==> config.mk <==
export PLATFORM = sky130hd
export DESIGN_NAME = tnn_popcount_seq_flat
export DESIGN_NICKNAME = d
export VERILOG_FILES = /design/src/rtl/tnn_popcount_seq_if.sv /design/src/rtl/tnn_popcount_seq.sv /design/src/flat_wrapper.sv
export SDC_FILE = /design/constraint.sdc
export NUM_CORES = 1
export LEC_CHECK = 0
export ABC_AREA = 1
export BUFFER_PORTS_ARGS = -buffer_cell sky130_fd_sc_hd__buf_2
export CORE_MARGIN = 2
export CORE_UTILIZATION = 60
export DETAILED_ROUTE_END_ITERATION = 10
export GPL_ROUTABILITY_DRIVEN = 0
export PLACE_DENSITY_LB_ADDON = 0.12
export SYNTH_ARGS = -nofsm -noshare
export SYNTH_HDL_FRONTEND = slang
export SYNTH_SLANG_ARGS = --single-unit
==> constraint.sdc <==
create_clock -name clk -period 9.15 [get_ports clk]
set_clock_uncertainty 0.05 [all_clocks]
set_input_delay 0.4575 -clock clk [delete_from_list [all_inputs] [get_ports clk]]
set_output_delay 0.4575 -clock clk [all_outputs]
set_load 0.02 [all_outputs]
==> src/rtl/tnn_popcount_seq_if.sv <==
// Handshake bundle for the ternary-neuron popcount sequencer: input
// transaction (activations, masks, threshold) and signed result.
interface tnn_popcount_seq_if #(
    parameter int unsigned N_CHUNKS = 4,
    parameter int unsigned ACC_W    = 8
);
    localparam int unsigned IN_W  = 25 * N_CHUNKS;
    localparam int unsigned SUM_W = ACC_W + 1;

    logic             in_valid;
    logic             in_ready;
    logic [IN_W-1:0]  in_x;
    logic [IN_W-1:0]  in_wpos;
    logic [IN_W-1:0]  in_wneg;
    logic [SUM_W-1:0] in_thr;
    logic             out_valid;
    logic             out_ready;
    logic [SUM_W-1:0] out_sum;
    logic             out_act;

    // Producer/consumer side (sensor interface and downstream stage)
    modport master (
        output in_valid, in_x, in_wpos, in_wneg, in_thr, out_ready,
        input  in_ready, out_valid, out_sum, out_act
    );

    // Sequencer side
    modport slave (
        input  in_valid, in_x, in_wpos, in_wneg, in_thr, out_ready,
        output in_ready, out_valid, out_sum, out_act
    );
endinterface

==> src/rtl/tnn_popcount_seq.sv <==
// Ternary neuron sequencer: time-shares one external 25-input popcount unit
// over N_CHUNKS chunks (positive then negative pass each) and thresholds the sum.
module tnn_popcount_seq #(
    parameter int unsigned N_CHUNKS = 4,
    parameter int unsigned ACC_W    = 8
) (
    input  logic                 clk,
    input  logic                 rst_n,
    tnn_popcount_seq_if.slave    bus,
    output logic [24:0]          pc_in,
    input  logic [4:0]           pc_out
);
    localparam int unsigned CHUNK_W   = 25;
    localparam int unsigned IN_W      = CHUNK_W * N_CHUNKS;
    localparam int unsigned SUM_W     = ACC_W + 1;
    localparam int unsigned CH_W      = (N_CHUNKS > 1) ? $clog2(N_CHUNKS) : 1;
    localparam int unsigned STEP_W    = CH_W + 1;
    localparam int unsigned LAST_STEP = 2 * N_CHUNKS - 1;

    typedef enum logic [1:0] {IDLE, RUN, DONE} state_t;

    state_t             state_q, state_d;
    logic [STEP_W-1:0]  step_q;
    logic [IN_W-1:0]    x_q, wpos_q, wneg_q;
    logic [SUM_W-1:0]   thr_q;
    logic [ACC_W-1:0]   pos_acc_q, neg_acc_q;
    logic [ACC_W-1:0]   pos_acc_d, neg_acc_d;
    logic               out_valid_q;
    logic [SUM_W-1:0]   out_sum_q;
    logic               out_act_q;

    logic               accept;
    logic               run_en;
    logic               last_step;
    logic [SUM_W-1:0]   sum_d;
    logic               act_d;

    logic [CHUNK_W-1:0] x_ch    [N_CHUNKS];
    logic [CHUNK_W-1:0] wpos_ch [N_CHUNKS];
    logic [CHUNK_W-1:0] wneg_ch [N_CHUNKS];
    logic [CH_W-1:0]    chunk;
    logic [CHUNK_W-1:0] x_c, wpos_c, wneg_c;

    // Slice latched vectors into chunk views; chunk k = bits [25k+24:25k]
    for (genvar k = 0; k < N_CHUNKS; k++) begin : g_chunk
        assign x_ch[k]    = x_q[k*CHUNK_W +: CHUNK_W];
        assign wpos_ch[k] = wpos_q[k*CHUNK_W +: CHUNK_W];
        assign wneg_ch[k] = wneg_q[k*CHUNK_W +: CHUNK_W];
    end

    assign chunk  = step_q[STEP_W-1:1];
    assign x_c    = x_ch[chunk];
    assign wpos_c = wpos_ch[chunk];
    assign wneg_c = wneg_ch[chunk];

    always_ff @(posedge clk or negedge rst_n) begin
        if (!rst_n) state_q <= IDLE;
        else        state_q <= state_d;
    end

    // Next state, popcount operand and accumulator updates
    always_comb begin
        state_d   = state_q;
        accept    = 1'b0;
        run_en    = 1'b0;
        last_step = 1'b0;
        pc_in     = '0;
        pos_acc_d = pos_acc_q;
        neg_acc_d = neg_acc_q;
        case (state_q)
            IDLE: begin
                if (bus.in_valid) begin
                    accept  = 1'b1;
                    state_d = RUN;
                end
            end
            RUN: begin
                run_en = 1'b1;
                // Bits set in both masks carry weight 0 and drop out of both passes
                if (step_q[0]) begin
                    pc_in     = x_c & wneg_c & ~wpos_c;
                    neg_acc_d = neg_acc_q + ACC_W'(pc_out);
                end else begin
                    pc_in     = x_c & wpos_c & ~wneg_c;
                    pos_acc_d = pos_acc_q + ACC_W'(pc_out);
                end
                if (step_q == STEP_W'(LAST_STEP)) begin
                    last_step = 1'b1;
                    state_d   = DONE;
                end
            end
            DONE: begin
                if (bus.out_ready) state_d = IDLE;
            end
            default: state_d = IDLE;
        endcase
    end

    assign sum_d = SUM_W'(pos_acc_d) - SUM_W'(neg_acc_d);
    assign act_d = ($signed(sum_d) >= $signed(thr_q));

    always_ff @(posedge clk or negedge rst_n) begin
        if (!rst_n) begin
            step_q      <= '0;
            x_q         <= '0;
            wpos_q      <= '0;
            wneg_q      <= '0;
            thr_q       <= '0;
            pos_acc_q   <= '0;
            neg_acc_q   <= '0;
            out_valid_q <= 1'b0;
            out_sum_q   <= '0;
            out_act_q   <= 1'b0;
        end else begin
            out_valid_q <= (state_d == DONE);
            if (accept) begin
                x_q       <= bus.in_x;
                wpos_q    <= bus.in_wpos;
                wneg_q    <= bus.in_wneg;
                thr_q     <= bus.in_thr;
                step_q    <= '0;
                pos_acc_q <= '0;
                neg_acc_q <= '0;
            end else if (run_en) begin
                step_q    <= step_q + STEP_W'(1);
                pos_acc_q <= pos_acc_d;
                neg_acc_q <= neg_acc_d;
                if (last_step) begin
                    out_sum_q <= sum_d;
                    out_act_q <= act_d;
                end
            end
        end
    end

    assign bus.in_ready  = (state_q == IDLE);
    assign bus.out_valid = out_valid_q;
    assign bus.out_sum   = out_sum_q;
    assign bus.out_act   = out_act_q;

endmodule

==> src/flat_wrapper.sv <==
// flat-port wrapper written by rule: the top's interface ports become plain ports
module tnn_popcount_seq_flat 
#(
    parameter int unsigned N_CHUNKS = 4,
    parameter int unsigned ACC_W    = 8
)
  (clk, rst_n, pc_in, pc_out, bus_in_valid, bus_in_x, bus_in_wpos, bus_in_wneg, bus_in_thr, bus_out_ready, bus_in_ready, bus_out_valid, bus_out_sum, bus_out_act);
  tnn_popcount_seq_if #(.N_CHUNKS(N_CHUNKS), .ACC_W(ACC_W)) bus_i ();
  input  logic clk;
  input  logic rst_n;
  output logic [24:0] pc_in;
  input  logic [4:0] pc_out;
  input wire logic [$bits(bus_i.in_valid)-1:0] bus_in_valid;
  input wire logic [$bits(bus_i.in_x)-1:0] bus_in_x;
  input wire logic [$bits(bus_i.in_wpos)-1:0] bus_in_wpos;
  input wire logic [$bits(bus_i.in_wneg)-1:0] bus_in_wneg;
  input wire logic [$bits(bus_i.in_thr)-1:0] bus_in_thr;
  input wire logic [$bits(bus_i.out_ready)-1:0] bus_out_ready;
  output wire logic [$bits(bus_i.in_ready)-1:0] bus_in_ready;
  output wire logic [$bits(bus_i.out_valid)-1:0] bus_out_valid;
  output wire logic [$bits(bus_i.out_sum)-1:0] bus_out_sum;
  output wire logic [$bits(bus_i.out_act)-1:0] bus_out_act;
  assign bus_i.in_valid = bus_in_valid;
  assign bus_i.in_x = bus_in_x;
  assign bus_i.in_wpos = bus_in_wpos;
  assign bus_i.in_wneg = bus_in_wneg;
  assign bus_i.in_thr = bus_in_thr;
  assign bus_i.out_ready = bus_out_ready;
  assign bus_in_ready = bus_i.in_ready;
  assign bus_out_valid = bus_i.out_valid;
  assign bus_out_sum = bus_i.out_sum;
  assign bus_out_act = bus_i.out_act;
  tnn_popcount_seq #(.N_CHUNKS(N_CHUNKS), .ACC_W(ACC_W)) u_core (.clk(clk), .rst_n(rst_n), .bus(bus_i), .pc_in(pc_in), .pc_out(pc_out));
endmodule
==> summary.txt <==
Run status
  • Status: finished clean

Yosys
  • Syn Area/Cell: 7.33 um^2
  • Synth cell types: 30
  • Syn Nets: 2653
  • Seq/Total Area, Yosys: 50.5%
  • Mapped Cells: 2303
  • Netlist Area Pre-Place: 16900 um^2
  • Synth Register Bits: 341
  • Yosys warns: 0

Route
  • Vias: 16200
  • First-pass iteration count of the detailed router: 6
  • Vias/cell: 5.44
  • Drt wl/cell: 17.0 um
  • Number of DRC markers in iteration 0: 1763
  • Post-DRT Antenna Nets: 0
  • DRC: 0
  • Routed WL: 50800 um

Die
  • I/O Pins: 355
  • Core Area: 27800 um^2
  • Die height: 172 um
  • Die footprint: 29500 um^2
  • Initial Util: 60.8%
  • Die width: 172 um
  • Cell Rows: 61

Layout
  • Nets@finish: 2929
  • Share of cells above drive strength 1: 16.7%
  • Fill count: 2321
  • Area delta synth->final: 17.5%
  • Final core occ: 71.4%
  • Diodes inserted: 0

Timing
  • Setup Total Neg Slack: 0 ns
  • Ratio of final minimum period to clock period: 49.2%
  • Final Hold Violating Endpoints: 0
  • Least-Margin Pin Slew: 1.06 ns
  • Max-slew headroom: 29.5%
  • Fmax: 0.222 GHz
  • RSZ-0062 raised after global routing: no
  • Worst hold slack: 0.0686 ns
  • Fin. max-slew vios: 0
  • Final min period: 4.50 ns
  • Final setup vio count: 0

Clock tree
  • CTS Sinks: 341
  • Root Buffer: clkbuf_16
  • Max clock buf depth: 3
  • CTS tree: built
  • Cts repair resizes: 0
  • Htree depth: 2
  • Clock Pin Slew Worst Setup and Hold Paths: 0.06 ns
  • Clk_lat worst skew: 0.53 ns
  • # Post-CTS Setup Buffers: 0
  • CTS buffer count: 37

Power and ir drop
  • Leakage power: 11.1 nW
  • Worst VDD drop: 0.000215 V
  • Pwr/cell area: 402 nW/um^2
  • Tot Pwr: 7.97 mW

Placed design
  • Final HPWL DP: 34600 um
  • IO Port Bufs: 354

Setup path
  • Capturing point of the worst reg2reg path: u_core.bus.out_act
  • Crit. End Element: primary output
  • Most used cell, CP: nand2_1
  • CP arrival: 4.00 ns
  • CP Launch Type: flip-flop
  • Crit-path cells: inv_4, buf_4, nand2_1, nand3_1, nand2_1, nand2_1, o31ai_1, buf_2
  • Worst reg2reg path depth: 22
  • Cell count along the critical path: 8
  • R2r setup slk: 4.71 ns
  • Crit path kind: reg2out
  • CP max-delay cell: dfrtp_4
  • Slowest cell delay on critical path: 1.09 ns
  • Worst path bufs/invs: 3
  • FF-to-FF Start: u_core.step_q[0]
  • Crit path max-delay family: buffers and inverters
  • Peak fanout along the critical path: 104
  • CP required: 8.64 ns

GRT
  • Initial antenna violation count: 2
  • Largest net degree at the start of global routing: 174
  • All-layer global routing usage: 34.4%
  • Vias in the first global route: 15100
  • Grt ovf: 0
  • First-pass GRT wire length: 78300 um

Job
  • Max-cap violations: 0

Hold path
  • Min-delay src: bus_in_wpos[46]
  • Hold EP: u_core.wpos_q[46]
  • WHS Path Cells: 3
  • Hold crit path type: in2reg
-- where the power goes --
group,leakage [nW],internal (mW),total (mW),switching (mW)
Sequential,4.24,2.22,2.69,0.472
Combinational,6.26,1.24,3.77,2.53
Clock,0.589,0.897,1.52,0.620
-- what timing repair did --
action | CTS | global route
hold endpoints to repair | 13 | 0
hold buffers | 1 | 0
setup endpoints to repair | 0 | 0
-- cell families after synthesis --
group           count (synthesis)  share of synthesized area (%)
compound gates                160                           5.17
flops                         341                           50.5
buf+inv                       192                           5.33
xor+xnor                        5                          0.259
mux                             1                         0.0593
fa+ha+maj                      32                           2.50
simple gates                 1572                           36.1
-- layout by cell type (no fill, tap or decap), types with 2 or more instances in the layout --
cell type	n
a21oi_1	21
and2_1	2
buf_2	353
buf_4	9
bufinv_16	4
clkbuf_1	8
clkbuf_16	37
clkbuf_8	4
clkinv_2	6
clkinv_8	2
clkinvlp_4	4
dfrtp_1	339
fa_1	3
ha_1	29
inv_1	60
nand2_1	1315
nand3_1	129
nand3b_1	5
nor2_1	114
nor2_2	3
o211ai_1	21
o21ai_0	106
o21ai_1	4
o31ai_1	5
xor2_1	5
-- state kept, by name, summed over array words and instances (netlist names) --
name	cells
u_core.neg_acc_q	8
u_core.x_q	100
u_core.bus.out_valid	1
u_core.bus.out_act	1
u_core.state_q	2
u_core.wpos_q	100
u_core.wneg_q	100
u_core.bus.out_sum	9
u_core.pos_acc_q	8
u_core.thr_q	9
u_core.step_q	3
-- layer usage --
metal  vias up  global-route usage, %  routed length [um]
li1       7696                      -                   -
met1      7591                   48.2               21200
met2       794                   52.7               22800
met3       130                   5.82                4350
met4         2                   15.8                2400
met5         -                      0                  12
-- cell usage after synthesis, drive strengths merged --
cell / n / share of area, %
o211ai: 21 / 0.93
and2: 2 / 0.074
buf: 94 / 3.1
nor3: 1 / 0.030
nor2: 117 / 2.6
inv: 64 / 1.4
nand3: 129 / 3.8
a21o: 1 / 0.044
o21ai: 111 / 3.3
fa: 3 / 0.36
nand3b: 5 / 0.22
o22ai: 1 / 0.037
or2: 1 / 0.037
xor2: 5 / 0.26
a21oi: 21 / 0.62
nand2: 1317 / 29
clkbuf: 34 / 0.76
dfrtp: 341 / 51
mux2i: 1 / 0.059
o31ai: 5 / 0.22
ha: 29 / 2.1
-- final cells by class --
class	instances	area (um^2)	share of cell area, %
flip-flops and latches	341	8540	43.0
multi-input cells	1770	7470	37.6
repair buffers	365	1880	9.47
clock buffers	49	1010	5.10
well taps	378	473	2.38
inverters	64	251	1.27
clock inverters	16	216	1.09
-- worst reg2reg max path, stage by stage (launching register included) --
cell	delay [ns]
dfrtp_1	0.94
inv_2	0.39
nor2_2	0.63
nand2_1	0.17
nand2_1	0.12
ha_1	0.14
inv_1	0.06
fa_1	0.46
nand3_1	0.09
nand2_1	0.10
nand2_1	0.10
nand3_1	0.09
nand2_1	0.09
inv_1	0.05
ha_1	0.31
nand2_1	0.08
nand2_1	0.05
nand3_1	0.06
nand2_1	0.05
nor2_1	0.12
nand3_1	0.08
nand2_1	0.06
nand2_1	0.04
-- worst max-delay path by stage --
stage / start / endpoint
2_1_floorplan: pc_out[0] / u_core.bus.out_act
3_3_place_gp: u_core.step_q[0] / u_core.bus.out_act
3_5_place_dp: u_core.step_q[0] / u_core.bus.out_act
4_1_cts: u_core.step_q[1] / pc_in[9]
5_1_grt: u_core.step_q[0] / u_core.bus.out_act
6_report: u_core.step_q[1] / pc_in[9]
-- metrics by stage --
stage | cell area [um^2] | setup slack (ns) | instances
6_report | 19800 | 4.65 | 2983
5_1_grt | 19800 | 4.32 | 2983
4_1_cts | 19800 | 4.77 | 2983
3_5_place_dp | 18600 | 4.89 | 2917
3_3_place_gp | 18600 | 5.02 | 2917
2_1_floorplan | 16900 | 5.88 | 2303
Note: power is estimated with default switching activity, not from simulation.
